--- src/rtl/control_fsm_v2.sv ---
// CPU control-path sequencer: fetch, load/store wait, execute, pause, halt and trap.
// Bounded memory waits raise timeout traps; the trap cause is latched until it is acknowledged.
module control_fsm_v2 #(
  parameter int TIMEOUT  = 16,
  parameter int RETIRE_W = 32,
  parameter int TCNT_W   = 5
) (
  input  logic                clk,
  input  logic                reset,
  input  logic                go,
  input  logic                halt,
  input  logic                step_mode,
  input  logic                instr_alu,
  input  logic                instr_pc,
  input  logic                ld,
  input  logic                st,
  input  logic                wait_instr,
  input  logic                wait_data,
  input  logic                instr_segv,
  input  logic                data_segv,
  input  logic                invalid_instruction,
  input  logic                trap_ack,
  output logic [4:0]          current_state,
  output logic [2:0]          trap_cause,
  output logic [RETIRE_W-1:0] retired,
  output logic                busy
);

  typedef enum logic [4:0] {
    S_HALT   = 5'b00000,
    S_FETCH  = 5'b01000,
    S_WLOAD  = 5'b01010,
    S_WSTORE = 5'b01100,
    S_EXEC   = 5'b01001,
    S_PAUSE  = 5'b00001,
    S_TRAP   = 5'b10000
  } state_t;

  localparam logic [2:0] C_NONE    = 3'd0;
  localparam logic [2:0] C_ISEGV   = 3'd1;
  localparam logic [2:0] C_ILLEGAL = 3'd2;
  localparam logic [2:0] C_DSEGV   = 3'd3;
  localparam logic [2:0] C_FTMO    = 3'd4;
  localparam logic [2:0] C_DTMO    = 3'd5;

  localparam logic [TCNT_W-1:0] TLIM = (TIMEOUT > 0) ? TCNT_W'(TIMEOUT - 1) : '0;

  // Kept as plain bits so an illegal encoding is representable and recoverable.
  logic [4:0]          r_state;
  logic [2:0]          r_cause;
  logic [RETIRE_W-1:0] r_retired;
  logic [TCNT_W-1:0]   r_wcnt;
  logic                w_timeout;
  logic                w_mem_op;

  assign w_timeout = (TIMEOUT > 0) && (r_wcnt == TLIM);
  assign w_mem_op  = instr_pc & ~instr_alu;

  always_ff @(posedge clk or posedge reset) begin
    if (reset) begin
      r_state   <= S_HALT;
      r_cause   <= C_NONE;
      r_retired <= '0;
      r_wcnt    <= '0;
    end else begin
      r_wcnt <= '0;
      case (r_state)
        S_HALT: if (go) r_state <= S_FETCH;
        S_FETCH: begin
          if (instr_segv) begin
            r_state <= S_TRAP;
            r_cause <= C_ISEGV;
          end else if (wait_instr) begin
            if (w_timeout) begin
              r_state <= S_TRAP;
              r_cause <= C_FTMO;
            end else begin
              r_wcnt <= r_wcnt + 1'b1;
            end
          end else if (invalid_instruction) begin
            r_state <= S_TRAP;
            r_cause <= C_ILLEGAL;
          end else if (w_mem_op && ld) begin
            r_state <= S_WLOAD;
          end else if (w_mem_op && st) begin
            r_state <= S_WSTORE;
          end else begin
            r_state <= S_EXEC;
          end
        end
        S_WLOAD, S_WSTORE: begin
          if (data_segv) begin
            r_state <= S_TRAP;
            r_cause <= C_DSEGV;
          end else if (wait_data) begin
            if (w_timeout) begin
              r_state <= S_TRAP;
              r_cause <= C_DTMO;
            end else begin
              r_wcnt <= r_wcnt + 1'b1;
            end
          end else begin
            r_state <= S_EXEC;
          end
        end
        S_EXEC: begin
          if (invalid_instruction) begin
            r_state <= S_TRAP;
            r_cause <= C_ILLEGAL;
          end else if (data_segv) begin
            r_state <= S_TRAP;
            r_cause <= C_DSEGV;
          end else begin
            r_retired <= r_retired + 1'b1;
            if (halt)           r_state <= S_HALT;
            else if (step_mode) r_state <= S_PAUSE;
            else                r_state <= S_FETCH;
          end
        end
        S_PAUSE: if (go) r_state <= S_FETCH;
        S_TRAP: begin
          if (trap_ack) begin
            r_state <= S_HALT;
            r_cause <= C_NONE;
          end
        end
        default: r_state <= S_HALT;
      endcase
    end
  end

  assign current_state = r_state;
  assign trap_cause    = r_cause;
  assign retired       = r_retired;
  assign busy          = (r_state == S_FETCH) || (r_state == S_WLOAD) ||
                         (r_state == S_WSTORE) || (r_state == S_EXEC);

endmodule

--- config.mk ---
export PLATFORM = sky130hd
export DESIGN_NAME = control_fsm_v2
export DESIGN_NICKNAME = d
export VERILOG_FILES = /design/src/rtl/control_fsm_v2.sv
export SDC_FILE = /design/constraint.sdc
export NUM_CORES = 1
export LEC_CHECK = 0
export ABC_AREA = 0
export CAP_MARGIN = 20
export CORE_UTILIZATION = 53
export DETAILED_ROUTE_END_ITERATION = 16
export GPL_ROUTABILITY_DRIVEN = 0
export HOLD_SLACK_MARGIN = 0.05
export PLACE_DENSITY_LB_ADDON = 0.3
export SETUP_SLACK_MARGIN = 0.05
export SLEW_MARGIN = 20
export SYNTH_ARGS = -nofsm -noshare
export SYNTH_HDL_FRONTEND = slang
export SYNTH_SLANG_ARGS = --single-unit
--- constraint.sdc ---
create_clock -name clk -period 4.2 [get_ports clk]
set_input_delay 0.84 -clock clk [delete_from_list [all_inputs] [get_ports clk]]
set_output_delay 0.84 -clock clk [all_outputs]
set_load 0.02 [all_outputs]
==> results.ini <==
[synth]
synthArstFlopShare_pct = 100
synth_compound_area_share_pct = 7.19
yosys_most_used_dff = dfrtp_1
synthMuxAreaShare_pct = 1.46
syn_area_sq_mm = 0.00231
synth_top_area_cell = dfrtp_1
synth_top_area_share_pct = 48.7
synth_edf_count = 0
synthTopCellsByArea = dfrtp_1 49%, xnor2_1 10%, nand3_1 3.5%
yosysSeqAreaShare_pct = 48.7
yosysWarnings = 0
synth_simple_gate_area_share_pct = 25.5
synth_cell_type_count = 49
synth_fa_ha_area_share_pct = 1.51
synth_xor_area_share_pct = 12.9
synth_top_family_by_area = simple AND/OR/NAND/NOR gates
synth-seq-cells = 45
synthCells = 218
avgSynthCellArea_sq_um = 10.6
syn-num-nets = 235

[grt]
grt_first_pass_wirelength_um = 8160
grt.overflow.total = 0
grt_pass1_vias = 1777
antenna_found_initial = 0
grt_use_total_pct = 23.7
grt_max_degree = 46

[worst_setup_path]
crit_slowest_cell = clkdlybuf4s50_1
worstPathArrival_ps = 2170
worst_setup_path_end_kind = output pin
cp_slowest_stage_delay_ps = 640
critPathKind = flop to output pin
crit_buf_inv = 1
rr_worst_depth = 5
path_max_fanout = 17
critical-path-top-delay-family = buffers and inverters
path_cells = maj3_1, nor2_1, clkdlybuf4s50_1
crit_required_ps = 3360
cp-start-kind = flop
path_depth = 3

[timing]
finalCritPeriodShare_pct = 71.7
finalSetupViolCount = 0
slew_headroom_pct = 53.6
worst_slew_pin_slew_ps = 689
drv_slew = 0
fin_crit_ps = 3010
hold_viol = 0
max_freq_ghz = 0.332
final.setup.tns_ps = 0
finClkSkew_ps = 8.92
rsz0062_at_grt = false

[routing]
dr_total_vias = 1851
antenna_left = 0
vias_per_cell = 5.66
drt_first_iter_violations = 134
remaining_drc_errors = 0
wl_per_cell_um = 14.8
routed_wl_um = 4830
drt_pass1_iterations = 4

[place]
portBuffers = 55
dp.cells = 319
placed_cell_area_sq_mm = 0.00289
dpl.hpwl_um = 3530

[finish]
area_growth_pct = 28.3
layoutNonFillerInstCount = 327
n_fill_cell = 315
drive_above_1_share_pct = 7.22
final_area_sq_mm = 0.00297
n_antenna_cell = 0
nets = 293

[clock_network]
clkSinkCount = 45
cts_max_path_buffers = 2
cts-resized-gates = 0
numCtsBuffers = 5
cts_root_buf = clkbuf_8
cts.htree.levels = 2
cts_tree = yes
ctsHoldBuffers = 0
post_cts_buffers = 0
insertion_delay_ps = 290
path_clk_slew_ps = 80

[min_path]
min-delay-path-class = flop to flop
holdPathStages = 1

[power]
ir_drop_uv = 288
p_per_area_mw_per_mm2 = 354
leakage_nw = 1.32

[die]
num_rows = 23
coreArea_sq_mm = 0.00409
num_io_pins = 56
chipWidth_um = 68.1
dieArea_sq_mm = 0.00463
initial_core_util_pct = 56.6
die_h_um = 68.1

[flow_run]
max_cap_violations = 0

[outcome]
status = finished, final reports clean

## final cells by class
class,instances,area (sq um),share of cell area (%)
flip-flops and latches,45,1130,37.9
multi-input cells,163,1120,37.8
repair buffers,56,558,18.8
clock buffers,8,80.1,2.70
well taps,50,62.6,2.11
inverters,5,18.8,0.632
## stage by stage
stage	utilization, %	setup slack (ps)	hold WS, ps	power, mW
finish	72.6	1190	463	1.05
global route	72.6	1120	506	1.10
CTS	72.6	1210	464	1.05
detailed placement	70.7	1420	450	0.796
global placement	70.7	1470	446	0.792
floorplan	-	2080	433	0.679
## synthesized netlist by cell type (2+ instances only)
cell type	n
nor2_1	17
nand3_1	16
and3_1	8
and4_1	2
nor4_1	3
nand2_1	20
nor3_4	3
a21oi_1	2
buf_6	2
dfrtp_1	45
xor2_1	7
inv_1	5
nand2b_1	2
ha_1	2
o21ai_0	4
nor3_1	6
o21bai_1	2
a31oi_1	3
mux2_2	3
a21o_1	2
nand4_1	7
nor2b_1	4
xnor2_1	27
## report_power, final
group	switching [mW]	internal, mW	total [mW]
clock	0.140	0.118	0.259
combinational	0.152	0.139	0.292
sequential	0.0386	0.461	0.500
total	0.331	0.719	1.05
## layer usage
| layer | global-route usage [%] | wire, um | up-vias |
|---|---|---|---|
| li1 | - | - | 883 |
| met1 | 31.9 | 2230 | 899 |
| met2 | 37.4 | 2330 | 65 |
| met3 | 6.67 | 229 | 4 |
| met4 | 6.51 | 41 | 0 |
| met5 | 0 | 0 | - |
## state kept, by name, summed over array words and instances, names as in the netlist
name           cells
trap_cause         3
current_state      5
retired           32
r_wcnt             5
## worst paths after layout
kind | startpoint | end | slack [ps]
min in group asynchronous | reset | retired[24]$_DFFE_PP0P_ | 990
min reg2reg | r_wcnt[0]$_DFF_PP0_ | r_wcnt[0]$_DFF_PP0_ | 460
max | current_state[0]$_DFFE_PP0P_ | busy | 1190
max in group asynchronous | reset | retired[6]$_DFFE_PP0P_ | 2840
max reg2reg | current_state[1]$_DFFE_PP0P_ | retired[25]$_DFFE_PP0P_ | 2000
min | r_wcnt[0]$_DFF_PP0_ | r_wcnt[0]$_DFF_PP0_ | 460
## cell families after synthesis
group                    after synthesis
multiplexers                           3
XOR/XNOR                              34
adder cells (fa/ha/maj)                3
AND/OR/NAND/NOR                      100
AO/OA/AOI/OAI                         23
flip-flops                            45
buffers and inverters                 10
## worst reg2reg max path, cell delays in order (launching register included)
cell and delay [ps]:
dfrtp_1 510, nor4b_4 540, nand3_4 220, nor3_4 470, nand4_1 190, xnor2_1 160
## layout by cell type (no fill, tap or decap), types with 3 or more instances in the layout
cell type | synthesis | layout
clkbuf_1 | 1 | 3
nor3_1 | 6 | 6
nor3_4 | 3 | 3
nand4_1 | 7 | 7
inv_1 | 5 | 4
clkbuf_8 | 0 | 5
nand3_1 | 16 | 16
clkdlybuf4s50_1 | 0 | 55
xnor2_1 | 27 | 27
mux2_2 | 3 | 3
a31oi_1 | 3 | 3
nand2_1 | 20 | 20
and3_1 | 8 | 8
dfrtp_1 | 45 | 45
nor2b_1 | 4 | 4
xor2_1 | 7 | 7
nor2_1 | 17 | 17
o21ai_0 | 4 | 4
nor4_1 | 3 | 3
(Power assumes the default switching activity.)
